$ cat config.mk
export PLATFORM = sky130hd
export DESIGN_NAME = vsub_arbiter
export DESIGN_NICKNAME = d
export VERILOG_FILES = /design/src/rtl/vsub_pkg.sv /design/src/rtl/vsub_lane.sv /design/src/rtl/vsub_arbiter.sv
export SDC_FILE = /design/constraint.sdc
export NUM_CORES = 1
export LEC_CHECK = 0
export ABC_AREA = 1
export BUFFER_PORTS_ARGS = -buffer_cell sky130_fd_sc_hd__buf_4
export CAP_MARGIN = 10
export CORE_AREA = 3 3 99 101
export DETAILED_ROUTE_END_ITERATION = 6
export DIE_AREA = 0 0 102 104
export GPL_ROUTABILITY_DRIVEN = 0
export HOLD_SLACK_MARGIN = 0.06
export PLACE_DENSITY = 0.68
export SYNTH_ARGS = -nofsm -noshare
export SYNTH_HDL_FRONTEND = slang
export SYNTH_SLANG_ARGS = --single-unit
$ cat constraint.sdc
create_clock -name clk -period 7 [get_ports clk]
set_input_delay 0.35 -clock clk [delete_from_list [all_inputs] [get_ports clk]]
set_output_delay 0.35 -clock clk [all_outputs]
set_load 0.01 [all_outputs]
$ cat src/rtl/vsub_pkg.sv
// Shared definitions for the byte-lane vector subtract arbiter.
//
// Contents:
//   LaneW        - width of one byte lane (8)
//   out_state_e  - output register occupancy (StEmpty / StFull)
//   req_id_t     - requester index (0 or 1)
//   other_req()  - the requester that is not the given one
//
// Optional feature macro used by the files that import this package: VSUB_SAT_EN.
package vsub_pkg;

    localparam int unsigned LaneW = 8;

    typedef enum logic {
        StEmpty = 1'b0,
        StFull  = 1'b1
    } out_state_e;

    typedef logic req_id_t;

    localparam req_id_t ReqId0 = 1'b0;
    localparam req_id_t ReqId1 = 1'b1;

    function automatic req_id_t other_req(input req_id_t id);
        return ~id;
    endfunction

endpackage

$ cat src/rtl/vsub_lane.sv
// One byte lane of the vector subtractor: diff = a - b modulo 256.
// With sat set, a lane that borrows is clamped to 0x00 instead of wrapping.
//
// Ports:
//   a, b    in   LaneW  minuend / subtrahend
//   sat     in   1      clamp-on-borrow select
//   diff    out  LaneW  lane result
//   borrow  out  1      a < b (raised whether or not the lane is clamped)
module vsub_lane
    import vsub_pkg::*;
(
    input  logic [LaneW-1:0] a,
    input  logic [LaneW-1:0] b,
    input  logic             sat,
    output logic [LaneW-1:0] diff,
    output logic             borrow
);

    // One extra bit catches the borrow out of the lane.
    logic [LaneW:0] wide;

    assign wide   = {1'b0, a} - {1'b0, b};
    assign borrow = wide[LaneW];
    assign diff   = (sat && borrow) ? '0 : wide[LaneW-1:0];

endmodule

$ cat src/rtl/vsub_arbiter.sv
// Two-requester round-robin arbiter feeding a byte-lane vector subtractor with a
// single-entry output register (one-cycle latency, full throughput).
//
// Ports:
//   clk, rst                 single clock, synchronous active-high reset
//   reqN_valid / reqN_ready  requester N handshake (N = 0, 1)
//   reqN_vra / reqN_vrb      requester N minuend / subtrahend, VW bits
//   reqN_sat                 requester N saturate select (VSUB_SAT_EN only)
//   res_valid / res_ready    result handshake
//   res_vrt                  byte-wise difference vra - vrb
//   res_id                   requester that produced res_vrt
//   res_sat                  some lane clamped (VSUB_SAT_EN only)
//
// Build option: define VSUB_SAT_EN to add the saturate-on-borrow mode and its
// ports. Without it every operation wraps modulo 256 per lane.
module vsub_arbiter
    import vsub_pkg::*;
#(
    parameter int unsigned VW = 32
) (
    input  logic          clk,
    input  logic          rst,

    input  logic          req0_valid,
    output logic          req0_ready,
    input  logic [VW-1:0] req0_vra,
    input  logic [VW-1:0] req0_vrb,

    input  logic          req1_valid,
    output logic          req1_ready,
    input  logic [VW-1:0] req1_vra,
    input  logic [VW-1:0] req1_vrb,

`ifdef VSUB_SAT_EN
    input  logic          req0_sat,
    input  logic          req1_sat,
    output logic          res_sat,
`endif

    output logic          res_valid,
    input  logic          res_ready,
    output logic [VW-1:0] res_vrt,
    output logic          res_id
);

    localparam int unsigned NumLanes = VW / LaneW;

    out_state_e state_q, state_d;
    req_id_t    ptr_q, ptr_d;
    logic [VW-1:0] vrt_q, vrt_d;
    req_id_t    id_q, id_d;

    logic    can_accept;
    logic    fire0, fire1;
    logic    accept;
    req_id_t grant_id;

    logic [VW-1:0] sel_vra, sel_vrb;
    logic          sel_sat;
    logic          sat0, sat1;

    logic [VW-1:0]       lane_diff;
    logic [NumLanes-1:0] lane_borrow;

`ifdef VSUB_SAT_EN
    logic sat_q, sat_d;

    assign sat0 = req0_sat;
    assign sat1 = req1_sat;
`else
    assign sat0 = 1'b0;
    assign sat1 = 1'b0;

    // Borrow flags only matter for the saturate mode.
    logic unused_borrow;
    assign unused_borrow = ^lane_borrow;
`endif

    // Grant and ready generation. A requester's ready looks only at the other
    // requester's valid, never its own, so the pair cannot both fire: with the
    // pointer on N, the other side is ready only while N is not valid.
    always_comb begin
        can_accept = !rst && ((state_q == StEmpty) || res_ready);
        req0_ready = can_accept && ((ptr_q == ReqId0) || !req1_valid);
        req1_ready = can_accept && ((ptr_q == ReqId1) || !req0_valid);
        fire0      = req0_valid && req0_ready;
        fire1      = req1_valid && req1_ready;
        accept     = fire0 || fire1;
        grant_id   = fire1 ? ReqId1 : ReqId0;
    end

    // Operand select for the granted requester.
    always_comb begin
        if (grant_id == ReqId1) begin
            sel_vra = req1_vra;
            sel_vrb = req1_vrb;
            sel_sat = sat1;
        end else begin
            sel_vra = req0_vra;
            sel_vrb = req0_vrb;
            sel_sat = sat0;
        end
    end

    for (genvar i = 0; i < NumLanes; i++) begin : g_lane
        vsub_lane u_lane (
            .a      (sel_vra[i*LaneW +: LaneW]),
            .b      (sel_vrb[i*LaneW +: LaneW]),
            .sat    (sel_sat),
            .diff   (lane_diff[i*LaneW +: LaneW]),
            .borrow (lane_borrow[i])
        );
    end

    // Output stage next state. An accept always leaves the stage FULL (it either
    // fills an empty stage or replaces the result being drained this cycle).
    always_comb begin
        state_d = state_q;
        ptr_d   = ptr_q;
        vrt_d   = vrt_q;
        id_d    = id_q;
`ifdef VSUB_SAT_EN
        sat_d   = sat_q;
`endif
        unique case (state_q)
            StEmpty: begin
                if (accept) begin
                    state_d = StFull;
                end
            end
            StFull: begin
                if (!accept && res_ready) begin
                    state_d = StEmpty;
                end
            end
        endcase

        if (accept) begin
            ptr_d = other_req(grant_id);
            vrt_d = lane_diff;
            id_d  = grant_id;
`ifdef VSUB_SAT_EN
            sat_d = sel_sat && (|lane_borrow);
`endif
        end
    end

    always_ff @(posedge clk) begin
        if (rst) begin
            state_q <= StEmpty;
            ptr_q   <= ReqId0;
            vrt_q   <= '0;
            id_q    <= ReqId0;
`ifdef VSUB_SAT_EN
            sat_q   <= 1'b0;
`endif
        end else begin
            state_q <= state_d;
            ptr_q   <= ptr_d;
            vrt_q   <= vrt_d;
            id_q    <= id_d;
`ifdef VSUB_SAT_EN
            sat_q   <= sat_d;
`endif
        end
    end

    assign res_valid = (state_q == StFull);
    assign res_vrt   = vrt_q;
    assign res_id    = id_q;
`ifdef VSUB_SAT_EN
    assign res_sat   = sat_q;
`endif

endmodule

Yosys cells after proc, flatten, opt, wreduce, memory -nomap -nowiden. Cells that the tools add are included.

Register bits: 35. Input bits: 133. Logic and storage cells: 31.

$add $sub $neg: 4. Mux-type cells: 6. Bitwise logic cells: 3. Reductions and logical operators: 14.

Operators with widths (count): 32-bit two-way mux (2); 8-bit subtractor (4); 1-bit logical AND (6); 1-bit logical NOT (4); 1-bit logical OR (4); 1-bit two-way mux (3); 1-bit NOT (3); 1-bit case mux with 2 select lines (1).

Logic depth before layout (Yosys ltp).
Depth in word-level cells: 10. Depth in mapped cells: 17.

Hierarchy. From an unflattened synthesis, not the netlist that was laid out.

Cell total of the unflattened synthesis: 825. Area, all modules: 4565.6 sq um.

Modules (own cells, without submodules): vsub_arbiter (times used 1, cells an instance 437, area an instance 2474.9 sq um); vsub_lane at g_lane[2].u_lane ... (times used 2, cells an instance 97, area an instance 520.5 sq um); vsub_lane at g_lane[0].u_lane (times used 1, cells an instance 97, area an instance 528.0 sq um); vsub_lane at g_lane[1].u_lane (times used 1, cells an instance 97, area an instance 521.8 sq um).

Worst setup path after synthesis. OpenSTA, ideal clock, no wires.

Kind: input -> register. Start: input res_ready. End: register vrt_q[6], in the netlist res_vrt[6]. Arrival: 2.224 ns. Required time: 6.891 ns. Path slack: 4.668 ns. Stages on the path: 14. Path through: inv_1 nand2_1 nand4_2 buf_6 buf_6 mux2_4 ha_1 fa_1 inv_1 nand4_1 nand4_1 nand3_1 nand2_1 inv_1.

Cells in the longest elaborated chain, start to end: 7. Elaborated cells on any way between the ends: 11. Classes of those cells: add/sub (1); mux (3); reduce/logical (7).

RTL lines: start, declared (line vsub_arbiter.sv:41) `input logic res_ready,`; 1-bit logical OR * (line vsub_arbiter.sv:83) `can_accept = !rst && ((state_q == StEmpty) || res_ready);`; 1-bit logical AND * (line vsub_arbiter.sv:83); 1-bit logical AND (line vsub_arbiter.sv:85) `req1_ready = can_accept && ((ptr_q == ReqId1) || !req0_valid);`; 1-bit logical AND (line vsub_arbiter.sv:87) `fire1 = req1_valid && req1_ready;`; 1-bit two-way mux (line vsub_arbiter.sv:89) `grant_id = fire1 ? ReqId1 : ReqId0;`; 32-bit two-way mux (line vsub_arbiter.sv:94) `if (grant_id == ReqId1) begin`; 8-bit subtractor (line vsub_lane.sv:22) `assign wide = {1'b0, a} - {1'b0, b};`; end signal, assigned (line vsub_arbiter.sv:160) `vrt_q <= vrt_d;`; end, declared (line vsub_arbiter.sv:50) `logic [VW-1:0] vrt_q, vrt_d;`.

Mark *: on every way between the ends. The rest lies on a longest branch, timed or not. A chain may end at the register's enable or synchronous reset.

Final worst setup path.
Start: input rst. End: register vrt_q[30], in the netlist res_vrt[30].

Cells in the longest elaborated chain, start to end: 7. Elaborated cells on any way between the ends: 11. Classes of those cells: add/sub (1); mux (3); reduce/logical (7).

RTL lines: start, declared (line vsub_arbiter.sv:22) `input logic rst,`; 1-bit logical NOT (line vsub_arbiter.sv:83); 1-bit logical AND (line vsub_arbiter.sv:83); 1-bit logical AND (line vsub_arbiter.sv:85); 1-bit logical AND (line vsub_arbiter.sv:87); 1-bit two-way mux (line vsub_arbiter.sv:89); 32-bit two-way mux (line vsub_arbiter.sv:94); 8-bit subtractor (line vsub_lane.sv:22).

Several ways; a longest one is shown, not always the timed one.

==> run summary <==
Number of setup buffers added after CTS - 0
Utilization after layout - 53.1%
Combinational share of power - 47.5%
Initial antenna violation count - 0
Sw Pwr - 0.000262 W
Critical Path Stages - 13
CTS sink cnt - 35
CP endpoint kind - flip-flop
Total GRT Usage - 16.1%
Final count of pins violating max slew - 0
Total negative slack - 0 ns
Top_reg_cell synth - dfxtp_1
Post-synthesis average cell area - 7.21 um^2
Sequential Power Share - 31.0%
Number of flops mapped to enable cells by yosys - 0
Power per cell area - 156 mW/mm^2
Layout area overhead - 39.9%
Crit share post-route - 52.3%
Congestion Overflow GR - 0
Most area-hungry cell type in the Yosys netlist - dfxtp_1
Ys async rst share - 0%
Net count, final - 802
DP Wirelength - 7.19 mm
Leak pwr - 2.85 nW
CP Launch Type - primary input
CP endpoint - res_vrt[30]
Worst slew pin tran - 0.973 ns
Unrepaired setup endpoints after global routing - no
Final std cells w/o fill - 749
Fillers - 907
Clock skew - 0.00667 ns
Internal - 0.000493 W
Slew HR - 35.0%
DR pass1 iterations - 4
Die W - 102 um
Share of cells above drive strength 1 - 31.8%
CP Class - primary input to flip-flop
Yosys warnings - 0
Core Area - 0.00911 mm^2
CP startpoint - rst
Antenna viol nets, final - 0
RR Startpoint - ptr_q
Final hold vios - 0
Initial core utilization - 37.9%
Die ar. - 0.0106 mm^2
CTS Buf Count - 5
Cts repair resizes - 0
Reg2Reg Setup Slack - 3.50 ns
Share of the yosys chip area belonging to registers - 20.3%
Worst endpoint data arrival time - 3.85 ns
DRC Markers - 0
DRT iter0 DRCs - 67
WL per Instance - 12.2 um
Clock-pin slew on the worst setup and hold paths - 0.07 ns
Switching share of power - 34.7%
Clock share of power - 21.4%
Critical-path cell list - buf_4 -> inv_2 -> nand4_4 -> buf_4 -> mux2_4 -> ha_1 -> fa_1 -> inv_1 -> nand4_1 -> nand4_1 -> nand3_1 -> nand2_1 -> inv_1
Final setup viols - 0
CTS root buf - clkbuf_8
HP Start - rst
Top cell family by delay on the critical path - buffers and inverters
Worst Hold Path Cells - 2
CP max stage delay - 0.83 ns
Post-Route WL - 9.10 mm
First-pass GRT wire length - 14.3 mm
H-tree depth - 2
Vias in the first global route - 3,255
Worst Path Required - 7.19 ns
Syn Inst Count - 479
Total number of vias - 3,549
Achievable frequency - 0.273 GHz
Port buffer count - 168
Std-Cell Rows - 35
Minimum clock period - 3.66 ns
Most frequent cells in the layout - buf_4, nand2_1, inv_1
I/O pin cnt - 169
Placed Cells - 741
Class of the worst hold path - primary input to flip-flop
Ant. Diodes - 0
RR Endpoint - res_vrt[30]
CTS max path bufs - 2
CTS tree - built
Worst-Skew Late Latency - 0.28 ns
# hold bufs at CTS - 0
Synth unique cells - 29
Mapped Nets - 644
Die height - 104 um
Cells on worst reg2reg path - 13
Netlist Area Pre-Place - 0.00346 mm^2
Critical-path top delay cell - nand4_4
Status - complete, no violations
CP max FO - 54
Share of the synthesized area in the top cell type - 20.3%
Peak VDD IR - 0.0760 mV
Top cells by area, synth - dfxtp_1, nand2_1, ha_1
Largest net degree at the start of global routing - 55
Most common cell after layout, fill and taps aside - buf_4
Via/cell ratio - 4.74
Flops & latches, synth - 35
Worst Path Buf+Inv - 5
MaxCap Viol Count - 0
-- power groups by stage --
| stage | combinational, W | sequential (W) | clock (W) |
|---|---|---|---|
| floorplan | 0.000220 | 0.000247 | 0 |
| global placement | 0.000354 | 0.000238 | 0 |
| detailed placement | 0.000360 | 0.000239 | 0 |
| CTS | 0.000362 | 0.000235 | 0.000168 |
| global route | 0.000405 | 0.000237 | 0.000176 |
| finish | 0.000359 | 0.000234 | 0.000162 |
-- cell type report --
cell class / count / area [um^2] / area share [%]
repair buffers: 169 / 1270 / 26.2
flip-flops and latches: 35 / 701 / 14.5
clock buffers: 8 / 100 / 2.07
inverters: 78 / 293 / 6.06
well taps: 111 / 139 / 2.87
multi-input cells: 348 / 2330 / 48.3
-- per-stage QoR --
stage / worst slack, ns / power (W) / instance area [um^2] / hold slack, ns
3_3_place_gp: 3.10 / 0.000592 / 4730 / 0.449
6_report: 3.34 / 0.000754 / 4830 / 0.237
4_1_cts: 3.29 / 0.000764 / 4830 / 0.227
2_1_floorplan: 4.67 / 0.000467 / 3460 / 0.419
3_5_place_dp: 2.99 / 0.000598 / 4730 / 0.457
5_1_grt: 3.06 / 0.000818 / 4830 / 0.226
-- worst min path at each step --
stage | to | slack (ns)
floorplan | ptr_q | 0.42
global placement | res_id | 0.45
detailed placement | res_id | 0.46
CTS | ptr_q | 0.23
global route | res_id | 0.23
finish | ptr_q | 0.24
-- cells in the mapped netlist, types with 7 or more instances --
cell type    n
mux2_2       8
xor2_1      12
dfxtp_1     35
mux2i_1     24
mux2_4       9
xnor2_1      8
ha_1        28
o21ai_1     11
inv_1       77
a21oi_1     42
buf_6        7
nand3b_1    11
nand3_1     42
nand2_1    100
nand4_1     10
o21ai_0     18
mux2_1       7
-- registers in the layout, indices dropped and copies added (netlist names) --
signal	count
ptr_q	1
res_id	1
res_valid	1
res_vrt	32
-- cell families after synthesis --
logic type	Yosys count	synth area share, %
compound gates	72	10.5
xor+xnor	20	5.07
fa+ha+maj	32	12.5
buf+inv	96	12.5
flops	35	20.3
mux	48	15.7
simple gates	176	23.5
-- per-layer routing --
layer / vias to the layer above / global-route usage [%] / wire length, um
met1: 1553 / 18.9 / 3840
met2: 106 / 29.0 / 4490
met4: 0 / 4.12 / 70
met3: 4 / 3.76 / 697
met5: - / 0 / 0
li1: 1886 / - / -
No activity file was read; power rests on OpenSTA's default activity.
